File: src/rtl/nn_pkg.sv
// Shared FSM states, bus constants and saturation helpers for the layer engine.
package nn_pkg;

   typedef enum logic [2:0] {
      S_IDLE,
      S_RUN,
      S_WRITE,
      S_NEXT,
      S_DONE
   } state_t;

   localparam logic [1:0] BE_FULL        = 2'b11;
   localparam int         BYTES_PER_WORD = 2;

   // Largest and smallest value of a signed field w bits wide; ceiling of an unsigned one.
   function automatic int sat_hi(input int w);
      return (1 << (w - 1)) - 1;
   endfunction

   function automatic int sat_lo(input int w);
      return -(1 << (w - 1));
   endfunction

   function automatic int umax(input int w);
      return (1 << w) - 1;
   endfunction

endpackage

File: src/rtl/nn_layer_engine_if.sv
// Avalon-MM bus between the layer engine (master) and SDRAM controller (slave).
interface nn_layer_engine_if;
   logic [31:0] address;
   logic        read_n;
   logic        write_n;
   logic        chipselect;
   logic [1:0]  byteenable;
   logic [15:0] writedata;
   logic [15:0] readdata;
   logic        readdatavalid;
   logic        waitrequest;

   modport master (
      output address, read_n, write_n, chipselect, byteenable, writedata,
      input  readdata, readdatavalid, waitrequest
   );

   modport slave (
      input  address, read_n, write_n, chipselect, byteenable, writedata,
      output readdata, readdatavalid, waitrequest
   );
endinterface

File: src/rtl/nn_mac.sv
// Registered signed*unsigned accumulate with combinational shift and ReLU/saturation.
module nn_mac
   import nn_pkg::*;
#(
   parameter int W_W     = 16,
   parameter int ACT_W   = 8,
   parameter int ACC_W   = 32,
   parameter int SHIFT   = 8,
   parameter int RELU_EN = 1
) (
   input  logic                    clk,
   input  logic                    reset_n,
   input  logic                    i_clr,
   input  logic                    i_vld,
   input  logic signed [W_W-1:0]   i_w,
   input  logic        [ACT_W-1:0] i_act,
   output logic        [15:0]      o_res
);
   localparam int PW = W_W + ACT_W + 1;

   logic signed [PW-1:0]    w_prod;
   logic signed [ACC_W-1:0] r_acc;
   logic signed [ACC_W-1:0] w_res;

   assign w_prod = PW'(i_w) * PW'($signed({1'b0, i_act}));
   assign w_res  = r_acc >>> SHIFT;

   always_ff @(posedge clk or negedge reset_n) begin
      if (!reset_n)   r_acc <= '0;
      else if (i_clr) r_acc <= '0;
      else if (i_vld) r_acc <= r_acc + ACC_W'(w_prod);
   end

   generate
      if (RELU_EN != 0) begin : g_relu
         localparam logic signed [ACC_W-1:0] L_HI = ACC_W'(umax(ACT_W));
         always_comb begin
            o_res = 16'(w_res);
            if (w_res[ACC_W-1])   o_res = '0;
            else if (w_res > L_HI) o_res = 16'(umax(ACT_W));
         end
      end else begin : g_sat
         localparam logic signed [ACC_W-1:0] L_HI = ACC_W'(sat_hi(16));
         localparam logic signed [ACC_W-1:0] L_LO = ACC_W'(sat_lo(16));
         always_comb begin
            o_res = 16'(w_res);
            if (w_res > L_HI)      o_res = 16'h7fff;
            else if (w_res < L_LO) o_res = 16'h8000;
         end
      end
   endgenerate

endmodule

File: src/rtl/nn_layer_engine.sv
// Fully-connected layer: pipelined weight reads, per-neuron MAC, one result write per neuron.
module nn_layer_engine
   import nn_pkg::*;
#(
   parameter int N_IN      = 784,
   parameter int N_OUT     = 16,
   parameter int W_W       = 16,
   parameter int ACT_W     = 8,
   parameter int ACC_W     = 32,
   parameter int SHIFT     = 8,
   parameter int MAX_OUTST = 4,
   parameter int RELU_EN   = 1
) (
   input  logic                       clk,
   input  logic                       reset_n,
   nn_layer_engine_if.master          avm,
   input  logic                       ready,
   output logic                       done,
   input  logic [31:0]                weight_base,
   input  logic [31:0]                out_base,
   output logic [$clog2(N_IN)-1:0]    act_addr,
   input  logic [ACT_W-1:0]           act_q
);
   localparam int IW = $clog2(N_IN + 1);
   localparam int JW = (N_OUT > 1) ? $clog2(N_OUT) : 1;
   localparam int OW = $clog2(MAX_OUTST + 1);
   localparam int AW = $clog2(N_IN);

   state_t                r_state, w_state_nxt;
   logic [31:0]           r_wbase, r_obase;
   logic [JW-1:0]         r_j;
   logic [IW-1:0]         r_issue, r_rsp;
   logic [OW-1:0]         r_outst;
   logic signed [W_W-1:0] r_w;
   logic                  r_v;
   logic                  w_rd_req, w_accept, w_rsp, w_clr, w_last_j;
   logic [31:0]           w_rd_addr, w_wr_addr;
   logic [15:0]           w_res;

   assign w_rd_req  = (r_state == S_RUN) && (r_issue < IW'(N_IN)) && (r_outst < OW'(MAX_OUTST));
   assign w_accept  = w_rd_req && !avm.waitrequest;
   // Responses only count against a pending read, so a stuck-high valid is harmless.
   assign w_rsp     = avm.readdatavalid && (r_outst != '0) && (r_state == S_RUN);
   assign w_clr     = (r_state == S_IDLE) || (r_state == S_NEXT);
   assign w_last_j  = (r_j == JW'(N_OUT - 1));
   assign w_rd_addr = r_wbase + 32'(BYTES_PER_WORD) * (32'(r_j) * 32'(N_IN) + 32'(r_issue));
   assign w_wr_addr = r_obase + 32'(BYTES_PER_WORD) * 32'(r_j);
   assign act_addr  = r_rsp[AW-1:0];

   always_ff @(posedge clk or negedge reset_n) begin
      if (!reset_n) r_state <= S_IDLE;
      else          r_state <= w_state_nxt;
   end

   always_comb begin
      w_state_nxt     = r_state;
      avm.read_n      = 1'b1;
      avm.write_n     = 1'b1;
      avm.chipselect  = 1'b0;
      avm.byteenable  = '0;
      avm.address     = '0;
      avm.writedata   = '0;
      done            = 1'b0;
      case (r_state)
         S_IDLE: if (ready) w_state_nxt = S_RUN;
         S_RUN: begin
            if (w_rd_req) begin
               avm.read_n     = 1'b0;
               avm.chipselect = 1'b1;
               avm.byteenable = BE_FULL;
               avm.address    = w_rd_addr;
            end
            // The final MAC retires the cycle after the last response lands.
            if (r_rsp == IW'(N_IN) && !r_v) w_state_nxt = S_WRITE;
         end
         S_WRITE: begin
            avm.write_n    = 1'b0;
            avm.chipselect = 1'b1;
            avm.byteenable = BE_FULL;
            avm.address    = w_wr_addr;
            avm.writedata  = w_res;
            if (!avm.waitrequest) w_state_nxt = S_NEXT;
         end
         S_NEXT: w_state_nxt = w_last_j ? S_DONE : S_RUN;
         S_DONE: begin
            done = 1'b1;
            if (!ready) w_state_nxt = S_IDLE;
         end
         default: w_state_nxt = S_IDLE;
      endcase
   end

   always_ff @(posedge clk or negedge reset_n) begin
      if (!reset_n) begin
         r_wbase <= '0;
         r_obase <= '0;
         r_j     <= '0;
         r_issue <= '0;
         r_rsp   <= '0;
         r_outst <= '0;
         r_w     <= '0;
         r_v     <= 1'b0;
      end else begin
         if (r_state == S_IDLE && ready) begin
            r_wbase <= weight_base;
            r_obase <= out_base;
            r_j     <= '0;
         end
         if (r_state == S_NEXT && !w_last_j) r_j <= r_j + JW'(1);
         if (w_clr) begin
            r_issue <= '0;
            r_rsp   <= '0;
            r_outst <= '0;
            r_v     <= 1'b0;
         end else begin
            if (w_accept) r_issue <= r_issue + IW'(1);
            if (w_rsp) begin
               r_rsp <= r_rsp + IW'(1);
               r_w   <= $signed(avm.readdata[W_W-1:0]);
            end
            r_v <= w_rsp;
            if (w_accept && !w_rsp)      r_outst <= r_outst + OW'(1);
            else if (!w_accept && w_rsp) r_outst <= r_outst - OW'(1);
         end
      end
   end

   nn_mac #(
      .W_W     (W_W),
      .ACT_W   (ACT_W),
      .ACC_W   (ACC_W),
      .SHIFT   (SHIFT),
      .RELU_EN (RELU_EN)
   ) u_mac (
      .clk     (clk),
      .reset_n (reset_n),
      .i_clr   (w_clr),
      .i_vld   (r_v),
      .i_w     (r_w),
      .i_act   (act_q),
      .o_res   (w_res)
   );

endmodule

File: src/flat_wrapper.sv
// flat-port wrapper written by rule: the top's interface ports become plain ports
module nn_layer_engine_flat import nn_pkg::*;
#(
   parameter int N_IN      = 784,
   parameter int N_OUT     = 16,
   parameter int W_W       = 16,
   parameter int ACT_W     = 8,
   parameter int ACC_W     = 32,
   parameter int SHIFT     = 8,
   parameter int MAX_OUTST = 4,
   parameter int RELU_EN   = 1
)
  (clk, reset_n, ready, done, weight_base, out_base, act_addr, act_q, avm_address, avm_read_n, avm_write_n, avm_chipselect, avm_byteenable, avm_writedata, avm_readdata, avm_readdatavalid, avm_waitrequest);
  nn_layer_engine_if avm_i ();
  input  logic clk;
  input  logic reset_n;
  input  logic ready;
  output logic done;
  input  logic [31:0] weight_base;
  input  logic [31:0] out_base;
  output logic [$clog2(N_IN)-1:0] act_addr;
  input  logic [ACT_W-1:0] act_q;
  output wire logic [$bits(avm_i.address)-1:0] avm_address;
  output wire logic [$bits(avm_i.read_n)-1:0] avm_read_n;
  output wire logic [$bits(avm_i.write_n)-1:0] avm_write_n;
  output wire logic [$bits(avm_i.chipselect)-1:0] avm_chipselect;
  output wire logic [$bits(avm_i.byteenable)-1:0] avm_byteenable;
  output wire logic [$bits(avm_i.writedata)-1:0] avm_writedata;
  input wire logic [$bits(avm_i.readdata)-1:0] avm_readdata;
  input wire logic [$bits(avm_i.readdatavalid)-1:0] avm_readdatavalid;
  input wire logic [$bits(avm_i.waitrequest)-1:0] avm_waitrequest;
  assign avm_address = avm_i.address;
  assign avm_read_n = avm_i.read_n;
  assign avm_write_n = avm_i.write_n;
  assign avm_chipselect = avm_i.chipselect;
  assign avm_byteenable = avm_i.byteenable;
  assign avm_writedata = avm_i.writedata;
  assign avm_i.readdata = avm_readdata;
  assign avm_i.readdatavalid = avm_readdatavalid;
  assign avm_i.waitrequest = avm_waitrequest;
  nn_layer_engine #(.N_IN(N_IN), .N_OUT(N_OUT), .W_W(W_W), .ACT_W(ACT_W), .ACC_W(ACC_W), .SHIFT(SHIFT), .MAX_OUTST(MAX_OUTST), .RELU_EN(RELU_EN)) u_core (.clk(clk), .reset_n(reset_n), .avm(avm_i), .ready(ready), .done(done), .weight_base(weight_base), .out_base(out_base), .act_addr(act_addr), .act_q(act_q));
endmodule
File: config.mk
export PLATFORM = sky130hd
export DESIGN_NAME = nn_layer_engine_flat
export DESIGN_NICKNAME = d
export VERILOG_FILES = /design/src/rtl/nn_pkg.sv /design/src/rtl/nn_layer_engine_if.sv /design/src/rtl/nn_mac.sv /design/src/rtl/nn_layer_engine.sv /design/src/flat_wrapper.sv
export SDC_FILE = /design/constraint.sdc
export NUM_CORES = 1
export LEC_CHECK = 0
export ABC_AREA = 0
export CAP_MARGIN = 10
export CORE_MARGIN = 2
export CORE_UTILIZATION = 45
export DETAILED_ROUTE_END_ITERATION = 8
export PLACE_DENSITY = 0.76
export SLEW_MARGIN = 5
export SYNTH_ARGS = -nofsm -noshare
export SYNTH_HDL_FRONTEND = slang
export SYNTH_SLANG_ARGS = --single-unit
File: constraint.sdc
create_clock -name clk -period 11.4 [get_ports clk]
set_input_delay 2.28 -clock clk [delete_from_list [all_inputs] [get_ports clk]]
set_output_delay 2.28 -clock clk [all_outputs]
set_load 0.02 [all_outputs]
==> flow_summary.yaml, run 1 <==
logic_synthesis:
  synthAdderAreaFrac_pct: 28.2
  ys_seq_area_share_pct: 25.3
  synth_top_family_by_area: "adder cells"
  netlist_area_sq_mm: 0.0142
  yosysUniqueCellTypes: 61
  synthFlopType: "dfrtp_1"
  async_flop_share_pct: 100
  synth_simple_gate_area_share_pct: 14.4
  synth_compound_area_share_pct: 10.7
  synth-seq-cells: 143
  synthMuxAreaShare_pct: 7.54
  synth_cells: 1509
  ys_top_cells_by_area: "dfrtp_1, fa_1, ha_1"
  syn_avg_cell_area_sq_um: 9.39
  yosysTopAreaCell: "dfrtp_1"
  synth.top_cell.area_share_pct: 25.3
  synth_edf_count: 0
  yosys.area_share.xor_xnor_pct: 6.18
  yosysWarnings: 0
sta:
  skew_ns: 0.0110
  relSlewSlack_pct: 44.3
  setup_viol: 0
  hold_viol: 0
  rsz0062_at_grt: "false"
  tightest_slew_ns: 0.815
  period_needed_ns: 8.21
  tns_ns: 0
  fin_crit_sh_pct: 72.0
  max_freq_ghz: 0.122
  finalMaxSlewViolations: 0
critical_path:
  crit_fanout: 16
  end_kind: "register"
  crit_type: "in -> reg"
  worstPathArrival_ns: 8.57
  crit_required_ns: 11.76
  cp-start-kind: "primary input"
final_layout:
  layout-drive-gt1-share_pct: 8.22
  multi_input_area_sq_mm: 0.00954
  n_antenna_cell: 0
  areaGrowthSynthToFinish_pct: 16.7
  layout_commonest_cell: "inv_1"
  nNetsFinal: 1960
  seq_area_sq_mm: 0.00358
  fillCellCount: 2700
  final_cell_mix: "inv_1, clkdlybuf4s50_1, dfrtp_1"
run:
  max_cap_violations: 0
global_routing:
  grt_pass1_vias: 11600
  grt_usage_pct: 22.1
  overflow: 0
  grt_first_pass_wirelength_um: 58700
  grt_max_degree: 86
  antenna_found_initial: 0
clock_network:
  clk_latency_ns: 0.44
  htreeDepth: 4
  post_cts_buffers: 0
  path_clk_slew_ns: 0.06
  post_cts_resized: 0
  cts_hold_buf: 0
  clock_sinks: 143
  cts_root_buf: "clkbuf_16"
  numCtsBuffers: 17
  cts_tree: "yes"
  clockBufferDepth: 2
die:
  rows: 64
  pin_count: 157
  die_area_sq_mm: 0.0329
  die_x_um: 181
  core-area_sq_mm: 0.0308
  initial_core_util_pct: 46.0
  dieHeight_um: 181
routing:
  wire_per_inst_um: 16.7
  drt-initial-drc-count: 604
  via_per_inst: 5.42
  vias: 11100
  routed_wl_um: 34100
  final_antenna_net_count: 0
  drc: 0
  dr.pass1.iters: 5
placement:
  place_congestion: 0.884
  hpwl_um: 26300
  io_buffers: 148
hold_path:
  worstHoldPathType: "reg -> reg"
outcome:
  status: "finished, final reports clean"
-- metrics by stage --
step | setup WS [ns] | instances | util (%) | hold WS (ns) | area (sq um)
CTS | 3.19 | 2038 | 53.6 | 0.513 | 16500
floorplan | 3.93 | 1516 | - | 0.470 | 14200
finish | 3.19 | 2038 | 53.6 | 0.510 | 16500
global placement | 2.90 | 2006 | 51.8 | 0.489 | 16000
detailed placement | 2.77 | 2006 | 51.8 | 0.498 | 16000
global route | 2.72 | 2038 | 53.6 | 0.524 | 16500
-- logic make-up after synthesis --
family	count (synthesis)
compound gates	240
xor+xnor	100
fa+ha+maj	238
buf+inv	279
flops	143
mux	97
other cells	1
simple gates	411
-- worst max-delay path: stages --
cell	delay [ns]
clkdlybuf4s50_1	0.71
and2_1	0.37
fa_1	0.59
inv_1	0.16
fa_1	0.55
inv_1	0.05
fa_1	0.47
fa_1	0.55
inv_1	0.05
fa_1	0.50
inv_1	0.04
ha_1	0.43
nand4_1	0.16
nor2_1	0.18
o2bb2ai_1	0.13
a211oi_1	0.09
a211oi_1	0.39
nor3_1	0.12
or3_1	0.38
a21oi_1	0.16
mux2i_1	0.19
-- area by class of cell --
class | instances | share of cell area, %
repair buffers | 158 | 9.42
flip-flops and latches | 143 | 21.6
inverters | 215 | 4.88
clock buffers | 17 | 2.57
multi-input cells | 1094 | 57.7
clock inverters | 15 | 0.787
well taps | 396 | 3.00
-- cells in the mapped netlist (24+ instances only) --
library cell,number
fa_1,136
a21oi_1,63
nor2_1,77
clkbuf_1,44
mux2_2,77
nand3_1,32
xor2_1,41
dfrtp_1,143
nand2_1,135
ha_1,102
and2_1,67
xnor2_1,59
o22ai_1,24
inv_1,214
a21o_1,28
o21ai_0,45
-- worst paths after layout --
check	endpoint	slack (ns)	depth (start not counted)	start
worst max-delay path	u_core.u_mac.r_acc[31]	3.19	21	act_q[1]
worst min-delay path	u_core.r_wbase[0]	0.51	1	u_core.r_wbase[0]
worst max register to register	u_core.u_mac.r_acc[31]	5.38	20	u_core.r_w[15]
worst min register to register	u_core.r_wbase[0]	0.51	1	u_core.r_wbase[0]
max in group asynchronous	u_core.r_w[14]	8.17	2	reset_n
min in group asynchronous	u_core.r_obase[9]	1.90	1	reset_n
-- state kept, by name, summed over array words and instances, names as in the netlist --
register	flops
u_core.r_state	3
u_core.r_obase	32
u_core.act_addr	10
u_core.r_issue	10
u_core.r_outst	3
u_core.r_wbase	32
u_core.r_v	1
u_core.r_w	16
u_core.u_mac.r_acc	32
u_core.r_j	4
-- routing by layer --
| layer | GRT usage (%) | vias up | routed length (um) |
|---|---|---|---|
| met5 | 0 | - | 0 |
| met4 | 5.72 | 0 | 552 |
| met3 | 5.96 | 43 | 2530 |
| met2 | 37.4 | 364 | 16400 |
| met1 | 28.0 | 5432 | 14600 |
| li1 | - | 5212 | - |
Power of run 1 is not shown: default switching activity piles up to over one toggle a cycle in this logic, so the estimate is an artifact.
==> inputs of run 2 (changes only) <==
Clock period 11.4 ns to 8.6 ns, I/O delays scaled along.
==> flow_summary.yaml, run 2 (same netlist as run 1, synthesis figures left out) <==
critical_path:
  r2r-start: "u_core.r_w[15]"
  cp-start-kind: "primary input"
  reg2reg_depth: 21
  rrSetupSlack_ns: 2.53
  crit_type: "in -> reg"
  r2r_end: "u_core.u_mac.r_acc[31]"
  crit_required_ns: 8.97
  crit_fanout: 16
  end_kind: "register"
  worstPathArrival_ns: 8.08
global_routing:
  grt_first_pass_wirelength_um: 58400
  grt_usage_pct: 22.0
  antenna_found_initial: 0
  overflow: 0
  grt_max_degree: 86
  grt_pass1_vias: 11600
final_layout:
  areaGrowthSynthToFinish_pct: 17.0
  final_area_sq_mm: 0.0166
  n_antenna_cell: 0
  layout-drive-gt1-share_pct: 8.22
  final_cell_mix: "inv_1, clkdlybuf4s50_1, dfrtp_1"
  nNetsFinal: 1960
  layout_commonest_cell: "inv_1"
  instances_no_fill: 2038
  largest_registers: "u_core.r_obase: 32 flops, u_core.r_wbase: 32 flops, u_core.u_mac.r_acc: 32 flops"
hold_path:
  worstHoldPathType: "reg -> reg"
  holdPathEnd: "u_core.r_wbase[3]"
  hold_path.startpoint: "u_core.r_wbase[3]"
  hold_path_depth: 1
clock_network:
  post_cts_buffers: 0
  cts_tree: "yes"
  clockBufferDepth: 2
  clk_latency_ns: 0.44
  path_clk_slew_ns: 0.07
  cts_hold_buf: 0
  cts_root_buf: "clkbuf_16"
  clock_sinks: 143
  numCtsBuffers: 17
  post_cts_resized: 0
  htreeDepth: 4
routing:
  routed_wl_um: 34500
  wire_per_inst_um: 16.9
  via_per_inst: 5.44
  final_antenna_net_count: 0
  vias: 11100
  dr.pass1.iters: 5
  drc: 0
  drt-initial-drc-count: 662
placement:
  io_buffers: 148
  dpl.cell_count: 2006
  place_congestion: 0.884
  place_area_sq_mm: 0.0160
  hpwl_um: 26200
die:
  pin_count: 157
  dieHeight_um: 181
  initial_core_util_pct: 46.0
  die_x_um: 181
  core-area_sq_mm: 0.0308
  rows: 64
  die_area_sq_mm: 0.0329
sta:
  fin_crit_sh_pct: 89.7
  max_freq_ghz: 0.130
  skew_ns: 0.0124
  finalMaxSlewViolations: 0
  hold_viol: 0
  period_needed_ns: 7.71
  tightest_slew_ns: 0.879
  holdWs_ns: 0.516
  relSlewSlack_pct: 39.9
  setup_viol: 0
  tns_ns: 0
  rsz0062_at_grt: "false"
outcome:
  status: "finished, final reports clean"
run:
  max_cap_violations: 0
==> run 2: cell count changes in the layout (fill, tap and decap cells not counted), sizes merged <==
| cell | change |
|---|---|
| bufinv | +1 |
| clkbuf | +1 |
| clkinv | -1 |
| clkinvlp | -1 |
==> run 2: worst max-delay path by stage <==
| stage | start | endpoint | depth (start not counted) |
|---|---|---|---|
| after floorplan | act_q[3] | u_core.u_mac.r_acc[31] | 21 |
| after global placement | act_q[1] | u_core.u_mac.r_acc[31] | 21 |
| after detailed placement | act_q[1] | u_core.u_mac.r_acc[31] | 21 |
| after CTS | act_q[1] | u_core.u_mac.r_acc[31] | 21 |
| after global routing | act_q[1] | u_core.u_mac.r_acc[31] | 21 |
| final | act_q[1] | u_core.u_mac.r_acc[31] | 21 |
==> run 2: layout make-up <==
| class | count | area, sq um |
|---|---|---|
| clock buffers | 18 | 439 |
| clock inverters | 14 | 153 |
| fillers | 2715 | 14300 |
| inverters | 215 | 807 |
| multi-input cells | 1094 | 9540 |
| flip-flops and latches | 143 | 3580 |
| well taps | 396 | 495 |
| repair buffers | 158 | 1560 |
==> run 2: critical path, stage by stage <==
cell and delay, ns:
clkdlybuf4s50_1 0.73, and2_1 0.38, fa_1 0.58, inv_1 0.16
fa_1 0.55, inv_1 0.05, fa_1 0.47, fa_1 0.55
inv_1 0.05, fa_1 0.50, inv_1 0.04, ha_1 0.43
nand4_1 0.16, nor2_1 0.17, o2bb2ai_1 0.13, a211oi_1 0.10
a211oi_1 0.42, nor3_1 0.13, or3_1 0.38, a21oi_1 0.16
mux2i_1 0.19
==> run 2: routing by layer <==
| layer | wire length, um | track usage [%] | up-vias |
|---|---|---|---|
| met5 | 0 | 0 | - |
| met4 | 578 | 5.76 | 0 |
| met3 | 2590 | 5.60 | 43 |
| met2 | 16600 | 37.4 | 378 |
| met1 | 14700 | 27.9 | 5469 |
| li1 | - | - | 5200 |
==> run 2: stage by stage <==
stage               utilization (%)  setup WS [ns]
floorplan                         -           1.69
global placement               51.8          0.663
detailed placement             51.8          0.539
CTS                            53.8          0.945
global route                   53.8          0.494
finish                         53.8          0.889
Power of run 2 is left out for the same reason.
